--- src/rtl/freq_range_sequencer.sv ---
// Measurement sequencer for the frequency meter: generates gate/clear/latch
// strobes and auto-selects the /1 or /100 input range from the previous gate.
module freq_range_sequencer #(
    parameter int unsigned GATE_CYCLES   = 100_000_000,
    parameter int unsigned SETTLE_CYCLES = 4,
    parameter int unsigned DOWN_THRESH   = 90
) (
    input  logic       sysclk,
    input  logic       reset_n,
    input  logic       auto_en,
    input  logic       manual_high,
    input  logic [3:0] s3,
    input  logic [3:0] s2,
    input  logic [3:0] s1,
    input  logic [3:0] s0,
    input  logic       ovf,
    output logic       enable,
    output logic       clr,
    output logic       save,
    output logic       highfreq,
    output logic       overrange,
    output logic       busy_rerange
);

    typedef enum logic [2:0] {
        ST_CLEAR,
        ST_GATE,
        ST_SETTLE,
        ST_EVAL,
        ST_SAVE,
        ST_RERANGE
    } state_t;

    state_t      state_q, state_d;
    logic [26:0] gate_cnt_q, gate_cnt_d;
    logic [7:0]  settle_cnt_q, settle_cnt_d;
    logic        ovf_meta_q, ovf_meta_d;
    logic        ovf_sync_q, ovf_sync_d;
    logic        ovf_eval_q, ovf_eval_d;
    logic        auto_q, auto_d;
    logic        enable_q, enable_d;
    logic        clr_q, clr_d;
    logic        save_q, save_d;
    logic        highfreq_q, highfreq_d;
    logic        overrange_q, overrange_d;
    logic        busy_q, busy_d;

    logic [13:0] count_n;
    logic        digits_ok;
    logic        below_thresh;

    // An invalid BCD digit never counts as below the down-switch threshold.
    always_comb begin
        digits_ok    = (s3 <= 4'd9) && (s2 <= 4'd9) && (s1 <= 4'd9) && (s0 <= 4'd9);
        count_n      = 14'(s3) * 14'd1000 + 14'(s2) * 14'd100 + 14'(s1) * 14'd10 + 14'(s0);
        below_thresh = digits_ok && (32'(count_n) < DOWN_THRESH);
    end

    always_comb begin
        state_d      = state_q;
        gate_cnt_d   = gate_cnt_q;
        settle_cnt_d = settle_cnt_q;
        ovf_meta_d   = ovf;
        ovf_sync_d   = ovf_meta_q;
        ovf_eval_d   = ovf_eval_q;
        auto_d       = auto_q;
        enable_d     = 1'b0;
        clr_d        = 1'b0;
        save_d       = 1'b0;
        highfreq_d   = highfreq_q;
        overrange_d  = overrange_q;
        busy_d       = busy_q;

        case (state_q)
            ST_CLEAR: begin
                clr_d      = 1'b1;
                auto_d     = auto_en;
                if (!auto_en) highfreq_d = manual_high;
                gate_cnt_d = 27'(GATE_CYCLES - 1);
                state_d    = ST_GATE;
            end
            ST_GATE: begin
                enable_d = 1'b1;
                if (gate_cnt_q == '0) begin
                    settle_cnt_d = 8'(SETTLE_CYCLES - 1);
                    state_d      = ST_SETTLE;
                end else begin
                    gate_cnt_d = gate_cnt_q - 27'd1;
                end
            end
            ST_SETTLE: begin
                if (settle_cnt_q == '0) state_d = ST_EVAL;
                else                    settle_cnt_d = settle_cnt_q - 8'd1;
            end
            ST_EVAL: begin
                ovf_eval_d = ovf_sync_q;
                if (auto_q && !highfreq_q && ovf_sync_q)
                    state_d = ST_RERANGE;
                else if (auto_q && highfreq_q && !ovf_sync_q && below_thresh)
                    state_d = ST_RERANGE;
                else
                    state_d = ST_SAVE;
            end
            ST_SAVE: begin
                save_d      = 1'b1;
                overrange_d = ovf_eval_q;
                busy_d      = 1'b0;
                state_d     = ST_CLEAR;
            end
            ST_RERANGE: begin
                highfreq_d = !highfreq_q;
                busy_d     = 1'b1;
                state_d    = ST_CLEAR;
            end
            default: state_d = ST_CLEAR;
        endcase
    end

    always_ff @(posedge sysclk) begin
        if (!reset_n) begin
            state_q      <= ST_CLEAR;
            gate_cnt_q   <= '0;
            settle_cnt_q <= '0;
            ovf_meta_q   <= 1'b0;
            ovf_sync_q   <= 1'b0;
            ovf_eval_q   <= 1'b0;
            auto_q       <= 1'b0;
            enable_q     <= 1'b0;
            clr_q        <= 1'b0;
            save_q       <= 1'b0;
            highfreq_q   <= 1'b0;
            overrange_q  <= 1'b0;
            busy_q       <= 1'b0;
        end else begin
            state_q      <= state_d;
            gate_cnt_q   <= gate_cnt_d;
            settle_cnt_q <= settle_cnt_d;
            ovf_meta_q   <= ovf_meta_d;
            ovf_sync_q   <= ovf_sync_d;
            ovf_eval_q   <= ovf_eval_d;
            auto_q       <= auto_d;
            enable_q     <= enable_d;
            clr_q        <= clr_d;
            save_q       <= save_d;
            highfreq_q   <= highfreq_d;
            overrange_q  <= overrange_d;
            busy_q       <= busy_d;
        end
    end

    assign enable       = enable_q;
    assign clr          = clr_q;
    assign save         = save_q;
    assign highfreq     = highfreq_q;
    assign overrange    = overrange_q;
    assign busy_rerange = busy_q;

endmodule

--- config.mk ---
export PLATFORM = sky130hd
export DESIGN_NAME = freq_range_sequencer
export DESIGN_NICKNAME = d
export VERILOG_FILES = /design/src/rtl/freq_range_sequencer.sv
export SDC_FILE = /design/constraint.sdc
export NUM_CORES = 1
export LEC_CHECK = 0
export CAP_MARGIN = 20
export CORE_MARGIN = 8
export CORE_UTILIZATION = 30
export DETAILED_ROUTE_END_ITERATION = 10
export PLACE_DENSITY = 0.55
export SETUP_SLACK_MARGIN = 0.15
export SYNTH_ARGS = -nofsm -noshare
export SYNTH_HDL_FRONTEND = slang
export SYNTH_SLANG_ARGS = --single-unit
--- constraint.sdc ---
create_clock -name sysclk -period 7.55 [get_ports sysclk]
set_input_delay 1.8875 -clock sysclk [delete_from_list [all_inputs] [get_ports sysclk]]
set_output_delay 1.8875 -clock sysclk [all_outputs]
set_load 0.005 [all_outputs]
### Word level (Yosys, flattened, before mapping)

Cells that the tools add are included.
W data, S select, Z words.

| storage, ports and cells | value |
|---|---|
| flip-flop bits (word level) | 48 |
| word-level logic and storage cells | 74 |

| cells by class | value |
|---|---|
| add/subtract/negate cells | 5 |
| multipliers | 3 |
| $lt $le $gt $ge | 5 |
| equality and inequality tests | 10 |
| mux-type cells | 16 |
| reduce and logical (&&, ||, !) cells | 22 |

Operators by type and width:

| cell | number |
|---|---|
| $pmux W27 S2 | 1 |
| $logic_not A27 Y1 | 1 |
| $mux W27 | 1 |
| $sub A27 B1 Y27 const B | 1 |
| $le A4 B4 Y1 const B | 4 |
| $mux W8 | 2 |
| $pmux W8 S2 | 1 |
| $add A14 B11 Y14 | 1 |
| $add A14 B4 Y14 | 1 |
| $add A14 B8 Y14 | 1 |
| $lt A14 B7 Y1 const B | 1 |
| $pmux W3 S4 | 1 |
| $mul A4 B7 Y11 const B | 1 |
| $ne A2 B2 Y1 const B | 5 |
| $logic_and A1 B1 Y1 | 9 |
| $mul A4 B5 Y9 const B | 1 |
| $logic_not A8 Y1 | 1 |
| $reduce_bool A2 Y1 | 4 |
| $sub A8 B1 Y8 const B | 1 |
| $mul A4 B3 Y7 const B | 1 |
| $eq A3 B2 Y1 const B | 2 |
| $eq A3 B3 Y1 const B | 2 |
| $mux W1 | 6 |
| $mux W3 | 2 |
| 6 further kinds | 10 |

### Longest topological paths before layout

Gate-level depths: netlist of run 1.

| logic depth | value |
|---|---|
| word-level depth | 10 |
| mapped depth | 19 |
| gate-level depth less buffers | 19 |

### Worst setup path before layout of run 1

No wires, ideal clock.

| timing | value |
|---|---|
| path kind | input to register |
| start | input port s3[1] |
| end | register state_q[0] |
| library setup time | 81 ps |
| arrival | 6009 ps |
| path slack | 1461 ps |
| cell stages on the path | 17 |
| path through | fa_1 inv_1 fa_1 inv_1 ha_1 a21o_1 a21oi_1 xor2_1 ha_1 ha_1 ha_1 a21o_1 a211o_1 o311a_1 xnor2_1 nand4b_1 a41oi_1 |

| on the way | value |
|---|---|
| word-level cells in the longest chain between the ends | 10 |

Ends and longest elaborated chain:

| what | RTL line | text |
|---|---|---|
| from (decl) | 12 | `input logic [3:0] s3,` |
| $mul A4 B7 Y11 | 55 | `count_n = 14'(s3) * 14'd1000 + 14'(s2) * 14'd100 + 14'(s1) * 14'd10 + 14'(s0);` |
| $add A14 B11 Y14 | 55 |  |
| $add A14 B8 Y14 | 55 |  |
| $add A14 B4 Y14 | 55 |  |
| $lt A14 B7 Y1 | 56 | `below_thresh = digits_ok && (32'(count_n) < DOWN_THRESH);` |
| $logic_and A1 B1 Y1 (*) | 56 |  |
| $logic_and A1 B1 Y1 (*) | 99 | `else if (auto_q && highfreq_q && !ovf_sync_q && below_thresh)` |
| $mux W1 (*) | 99 |  |
| $mux W1 (*) | 97 | `if (auto_q && !highfreq_q && ovf_sync_q)` |
| $pmux W3 S4 (*) | 74 | `case (state_q)` |
| to (signal assigned) | 135 | `state_q <= state_d;` |
| to (decl) | 34 | `state_t state_q, state_d;` |

Every way passes the cells marked *; elsewhere a longest branch is shown, timed or not.
A chain may end at the register's enable or synchronous reset.

### Worst setup path after layout of run 1

Ends and elaborated chain as after synthesis.

==> flow_summary.toml, run 1 <==
[status]
status = "finished clean"

[critical_path]
crit_path_start_kind = "primary input"
timing.critical_path.fanout_max = 6
rr_startpoint = "gate_cnt_q[2]"
critical_path_rt_ns = 7.76
worst_setup_path_startpoint = "s3[1]"
worst_ep_arrival_time_ns = 6.90
setup.worst_path.end_class = "flip-flop"
critPathKind = "primary input to flip-flop"

[power]
netSwitchingPower_uw = 534
comb_power_share_pct = 52.9
p_leak_nw = 1.92
report.power.total_mw = 1.32
sw_frac_of_total_pct = 40.5
cell_internal_power_dissipation_uw = 784
cellPowerDensity_nw_per_um2 = 286
irDropWorstVdd_mv = 0.121
sequentialPowerShare_pct = 25.0
pwr-share-clk_pct = 22.2

[clock_network]
holdBufCountCts = 0
cts_buffers = 5
cts_setup_buffers = 0
clock_tree.htree_level_count = 2
clockBufferDepth = 2
cts.root.buffer_cell = "sky130_fd_sc_hd__clkbuf_16"
worst_skew_pair.late_latency_ns = 0.29
tritoncts = "done"
cts.reportedPaths.clkPinSlew_ns = 0.07
clock_sinks = 48
ctsResizeCount = 0

[placed_design]
place.gp.congestion = 0.826
dp.cells = 650
placement.setup.worst_slack_ns = 0.516
dpl-instance-area_sq_um = 4410
detailedPlacementHpwl_mm = 6.68
place.port_buffers = 25

[sta]
rsz0062_at_grt = "no"
timing.final.crit_period_ns = 6.69
final-hold-violation-count = 0
setup-tns-final_ns = 0
finalSetupViolations = 0
fmaxAchievable_mhz = 149
fin_ws_ns = 0.858
timing_max_transition_violations_final = 0
maxSlewHeadroom_pct = 39.2
fin_skew_ns = 0.00776
worstMarginPinSlew_ns = 0.906
timing.final.crit_share_pct = 88.6
hold_slack_ns = 0.442

[floorplan]
io_pins = 27
design.die.area_sq_um = 17200
die_height_um = 131
std_cell_rows = 42
die_w_um = 131
core_area_sq_um = 13100
start_util_pct = 30.4

[final_layout]
antenna_cells_inserted = 0
area_growth_from_synthesis_to_layout_pct = 15.9
finalNetCount = 578
layout.cells.non_filler = 658
most-common-layout-cells = "sky130_fd_sc_hd__ha_1 (59), sky130_fd_sc_hd__nor2_1 (51), sky130_fd_sc_hd__dfxtp_1 (48)"
finished_layout_cell_area_sq_um = 4610
mostFrequentLayoutCell = "sky130_fd_sc_hd__ha_1"
finalCoreUtilization_pct = 35.2
drive_gt1_share_pct = 5.39

[routing]
routed_wire_length_mm = 8.59
detail_route.drc_violations = 0
detailed_route_via_count = 3219
route.detailed.vias_per_inst = 4.89
dr.pass1.iters = 5
drt_first_iter_violations = 81
drt-wirelength-per-cell_um = 13.1
ant_nets = 0

[run]
max-cap-violations = 0

[global_routing]
met2_usage_pct = 17.6
grtUsageMet3_pct = 1.71
grt-ovfl-total = 0
busiest_layer = "met2"
number_of_antenna_violations_at_the_first_check_in_global_routing = 0
first_global_vias = 3291
grt_util_all_layers_pct = 10.2
grt_max_degree = 24
use_met1_pct = 12.9
grt_pass1_wl_mm = 15.2

[min_path]
hp-start = "ovf_meta_q"
min-delay-path-class = "flip-flop to flip-flop"

[yosys]
synth.yosys.seq_area_share_pct = 24.2
syn-instance-count = 458
syn_avg_cell_area_sq_um = 8.68
synth_seq_cells = 48
number_of_nets_in_the_synthesized_netlist = 555
synth.cell_area_sq_um = 3980
synth_ff_type = "sky130_fd_sc_hd__dfxtp_1"
asyncSetResetFlopFracSynth_pct = 0
distinct_cell_type_count_after_synthesis = 60
synth_edf_count = 0
yosys_warnings = 0
routing by layer:
layer / wire length [um] / vias to the layer above / part of all wire (%)
li1: - / 1635 / -
met1: 4310 / 1548 / 50
met2: 4030 / 28 / 47
met3: 176 / 8 / 2.0
met4: 74 / 0 / 0.86
met5: 0 / - / 0
cell usage after synthesis, drive strengths merged (2+ instances only):
library cell  count  area [sq um]
nand3b            3          22.5
and3              2          12.5
or3              13          97.6
o21bai            2          15.0
o311a             2          20.0
nor4              7          43.8
nor2b             4          25.0
xnor2            21           184
ha               59           738
and2              3          18.8
inv              45           169
o21a              3          22.5
o211ai            3          22.5
o31a              2          20.0
dfxtp            48           961
or2               2          12.5
a211oi            6          45.0
nand2b            3          18.8
mux2i             6          60.1
clkbuf            9          33.8
nand4b            2          17.5
nor3b             3          22.5
fa               17           340
a21o              4          30.0
a21oi            31           155
nor3             21           105
nand3            10          50.1
nand2            23          86.3
nor2             51           191
or4               2          18.8
xor2             15           131
o211a             2          20.0
o21ai            11          66.3
o2111ai           2          17.5
power by group through the flow:
stage | Sequential, mW | Combinational [mW] | Clock, mW
after floorplan | 0.321 | 0.546 | 0
after global placement | 0.332 | 0.676 | 0
after detailed placement | 0.335 | 0.694 | 0
after CTS | 0.329 | 0.698 | 0.298
after global routing | 0.336 | 0.798 | 0.308
final | 0.329 | 0.697 | 0.292
flip-flops by register name, summed over array words and instances, names as in the netlist:
signal	count
save	1
overrange	1
highfreq	1
gate_cnt_q	27
settle_cnt_q	8
auto_q	1
state_q	3
ovf_eval_q	1
busy_rerange	1
enable	1
clr	1
ovf_meta_q	1
ovf_sync_q	1
layout make-up:
| type | count | area (sq um) |
|---|---|---|
| Timing Repair Buffer | 26 | 258 |
| Multi-Input combinational cell | 355 | 2810 |
| Tap cell | 176 | 220 |
| Sequential cell | 48 | 961 |
| Fill cell | 1346 | 8480 |
| Clock inverter | 3 | 68.8 |
| Clock buffer | 5 | 125 |
| Inverter | 45 | 169 |
cell families after synthesis:
family | count (synthesis) | share of synthesized area, %
AOI/OAI and AO/OA | 82 | 13.9
xor gates and xnor gates | 36 | 7.93
adders and majority gates | 76 | 27.1
buffers and inverters | 55 | 5.22
DFF | 48 | 24.2
muxes | 6 | 1.51
and+or+nand+nor | 155 | 20.1
critical path, stage by stage:
cell and delay [ns]:
sky130_fd_sc_hd__clkdlybuf4s50_1 0.56, sky130_fd_sc_hd__fa_1 0.65, sky130_fd_sc_hd__inv_1 0.10, sky130_fd_sc_hd__fa_1 0.51
sky130_fd_sc_hd__inv_1 0.04, sky130_fd_sc_hd__ha_1 0.33, sky130_fd_sc_hd__a21o_1 0.17, sky130_fd_sc_hd__a21oi_1 0.20
sky130_fd_sc_hd__xor2_1 0.19, sky130_fd_sc_hd__ha_1 0.25, sky130_fd_sc_hd__ha_1 0.29, sky130_fd_sc_hd__ha_1 0.37
sky130_fd_sc_hd__a21o_1 0.18, sky130_fd_sc_hd__a211o_1 0.30, sky130_fd_sc_hd__a31o_2 0.22, sky130_fd_sc_hd__o311a_1 0.13
sky130_fd_sc_hd__xnor2_1 0.18, sky130_fd_sc_hd__nand4b_1 0.13, sky130_fd_sc_hd__a41oi_1 0.22
worst paths after layout:
kind / endpoint / slack (ns) / cells past startpoint
hold reg to reg: ovf_sync_q / 0.44 / 1
setup reg to reg: gate_cnt_q[21] / 4.75 / 7
setup / recovery: state_q[0] / 0.86 / 19
hold / removal: ovf_sync_q / 0.44 / 1
Power figures use the tool's default switching activity.
==> inputs of run 2 (changes only) <==
--- a/config.mk
+++ b/config.mk
@@ -7,10 +7,9 @@
 export LEC_CHECK = 0
 export CAP_MARGIN = 20
 export CORE_MARGIN = 8
-export CORE_UTILIZATION = 30
+export CORE_UTILIZATION = 57
 export DETAILED_ROUTE_END_ITERATION = 10
-export PLACE_DENSITY = 0.55
-export SETUP_SLACK_MARGIN = 0.15
+export PLACE_DENSITY = 0.86
 export SYNTH_ARGS = -nofsm -noshare
 export SYNTH_HDL_FRONTEND = slang
 export SYNTH_SLANG_ARGS = --single-unit
==> flow_summary.toml, run 2 (synthesized netlist as in run 1, its figures left out) <==
[floorplan]
std_cell_rows = 30
die_height_um = 99.5
design.die.area_sq_um = 9900
core_area_sq_um = 6760
die_w_um = 99.5
io_pins = 27
start_util_pct = 58.8

[global_routing]
first_global_vias = 3159
grt_pass1_wl_mm = 14.0
grt_util_all_layers_pct = 16.8
number_of_antenna_violations_at_the_first_check_in_global_routing = 0
grt_max_degree = 24
grt-ovfl-total = 0

[sta]
final-hold-violation-count = 0
maxSlewHeadroom_pct = 47.5
hold_slack_ns = 0.442
fmaxAchievable_mhz = 150
fin_skew_ns = 0.00966
setup-tns-final_ns = 0
timing.final.crit_period_ns = 6.68
timing.final.crit_share_pct = 88.4
timing_max_transition_violations_final = 0
fin_ws_ns = 0.874
worstMarginPinSlew_ns = 0.781
rsz0062_at_grt = "no"
finalSetupViolations = 0

[clock_network]
tritoncts = "done"
ctsResizeCount = 0
cts_buffers = 5
cts.root.buffer_cell = "sky130_fd_sc_hd__clkbuf_8"
cts.reportedPaths.clkPinSlew_ns = 0.08
holdBufCountCts = 0
clockBufferDepth = 2
clock_sinks = 48
worst_skew_pair.late_latency_ns = 0.29
clock_tree.htree_level_count = 2
cts_setup_buffers = 0

[final_layout]
registers.top_by_ff_count = "gate_cnt_q"
drive_gt1_share_pct = 5.20
finalCoreUtilization_pct = 64.8
finalNetCount = 577
mostFrequentLayoutCell = "sky130_fd_sc_hd__ha_1"
registers_with_the_most_flip_flops = "gate_cnt_q x27, settle_cnt_q x8, state_q x3"
layout.filler_cells = 566
multi_input_area_sq_um = 2810
most-common-layout-cells = "sky130_fd_sc_hd__ha_1 (59), sky130_fd_sc_hd__nor2_1 (51), sky130_fd_sc_hd__dfxtp_1 (48)"
antenna_cells_inserted = 0
finished_layout_cell_area_sq_um = 4380
sequential_cell_area_sq_um = 961
flip_flop_count_of_the_largest_register_all_copies_and_words_added = 27
layout.cells.non_filler = 561
area_growth_from_synthesis_to_layout_pct = 10.2

[run]
max-cap-violations = 0

[power]
p_leak_nw = 1.87
sequentialPowerShare_pct = 27.9
comb_power_share_pct = 59.2
report.power.total_mw = 1.18
cellPowerDensity_nw_per_um2 = 269
sw_frac_of_total_pct = 43.4
netSwitchingPower_uw = 512
pwr-share-clk_pct = 12.9
irDropWorstVdd_mv = 0.129
cell_internal_power_dissipation_uw = 667

[critical_path]
cpMaxStageDelayCell = "sky130_fd_sc_hd__fa_1"
cp_slowest_stage_delay_ns = 0.64
crit_chain = "clkdlybuf4s50_1 > fa_1 > inv_1 > fa_1 > inv_1 > ha_1 > a21o_1 > a21oi_1 > xor2_1 > ha_1 > ha_1 > ha_1 > a21o_1 > a211o_1 > o311a_1 > xnor2_1 > nand4b_1 > a41oi_1"
critPathKind = "primary input to flip-flop"
critical_path_rt_ns = 7.77
timing.critical_path.fanout_max = 7
ff2ff_path_depth = 7
worst_ep_arrival_time_ns = 6.90
setup.worst_path.end_class = "flip-flop"
setup.worst_path.end = "state_q[0]"
timing.rr.end = "gate_cnt_q[21]"
crit_path_start_kind = "primary input"
r2r_slack_ns = 4.76
worst_path_most_repeated_cell = "sky130_fd_sc_hd__ha_1"
rr_startpoint = "gate_cnt_q[2]"
worst_setup_path_startpoint = "s3[2]"

[routing]
ant_nets = 0
dr.pass1.iters = 4
routed_wire_length_mm = 8.02
detailed_route_via_count = 3208
drt-wirelength-per-cell_um = 14.3
route.detailed.vias_per_inst = 5.72
detail_route.drc_violations = 0
drt_first_iter_violations = 155

[placed_design]
detailedPlacementHpwl_mm = 6.32
dpl-instance-area_sq_um = 4290
place.gp.congestion = 0.900
dp.cells = 553
placement.setup.worst_slack_ns = 0.537
place.port_buffers = 25

[min_path]
min-delay-path-class = "flip-flop to flip-flop"

[status]
status = "finished clean"
[run 2: worst max-delay path, delay by kind of cell]
kind,cells,cell delay [ns]
and+or+nand+nor,1,0.12
AOI/OAI and AO/OA,6,1.41
adders and majority gates,6,2.41
buffers and inverters,3,0.72
xor gates and xnor gates,2,0.34
[run 2: area by class of cell]
class,instances,share of cell area (%)
clock buffers,6,1.89
well taps,80,2.29
flip-flops and latches,48,21.9
clock inverters,2,0.229
multi-input cells,355,64.1
repair buffers,25,5.71
inverters,45,3.86
[run 2: power groups by stage]
stage                     Combinational [mW]  Clock [mW]  Sequential, mW
after global routing                   0.786       0.168           0.335
after CTS                              0.693       0.157           0.328
after global placement                 0.669           0           0.331
after floorplan                        0.546           0           0.321
after detailed placement               0.685           0           0.333
final                                  0.698       0.152           0.329
[run 2: worst min-delay path by stage]
stage | slack, ns | cells after the start | from | end
after floorplan | 0.41 | 1 | ovf_meta_q | ovf_sync_q
after global placement | 0.42 | 1 | ovf_meta_q | ovf_sync_q
after detailed placement | 0.43 | 1 | ovf_meta_q | ovf_sync_q
after CTS | 0.44 | 1 | ovf_meta_q | ovf_sync_q
after global routing | 0.46 | 1 | ovf_meta_q | ovf_sync_q
final | 0.44 | 1 | ovf_meta_q | ovf_sync_q
[run 2: layer usage]
| metal | part of all wire, % | GRT usage (%) | wire length (um) |
|---|---|---|---|
| met3 | 4.4 | 3.56 | 350 |
| met2 | 48 | 28.5 | 3820 |
| met4 | 0.49 | 2.56 | 39 |
| met5 | 0 | 0 | 0 |
| met1 | 47 | 21.5 | 3810 |
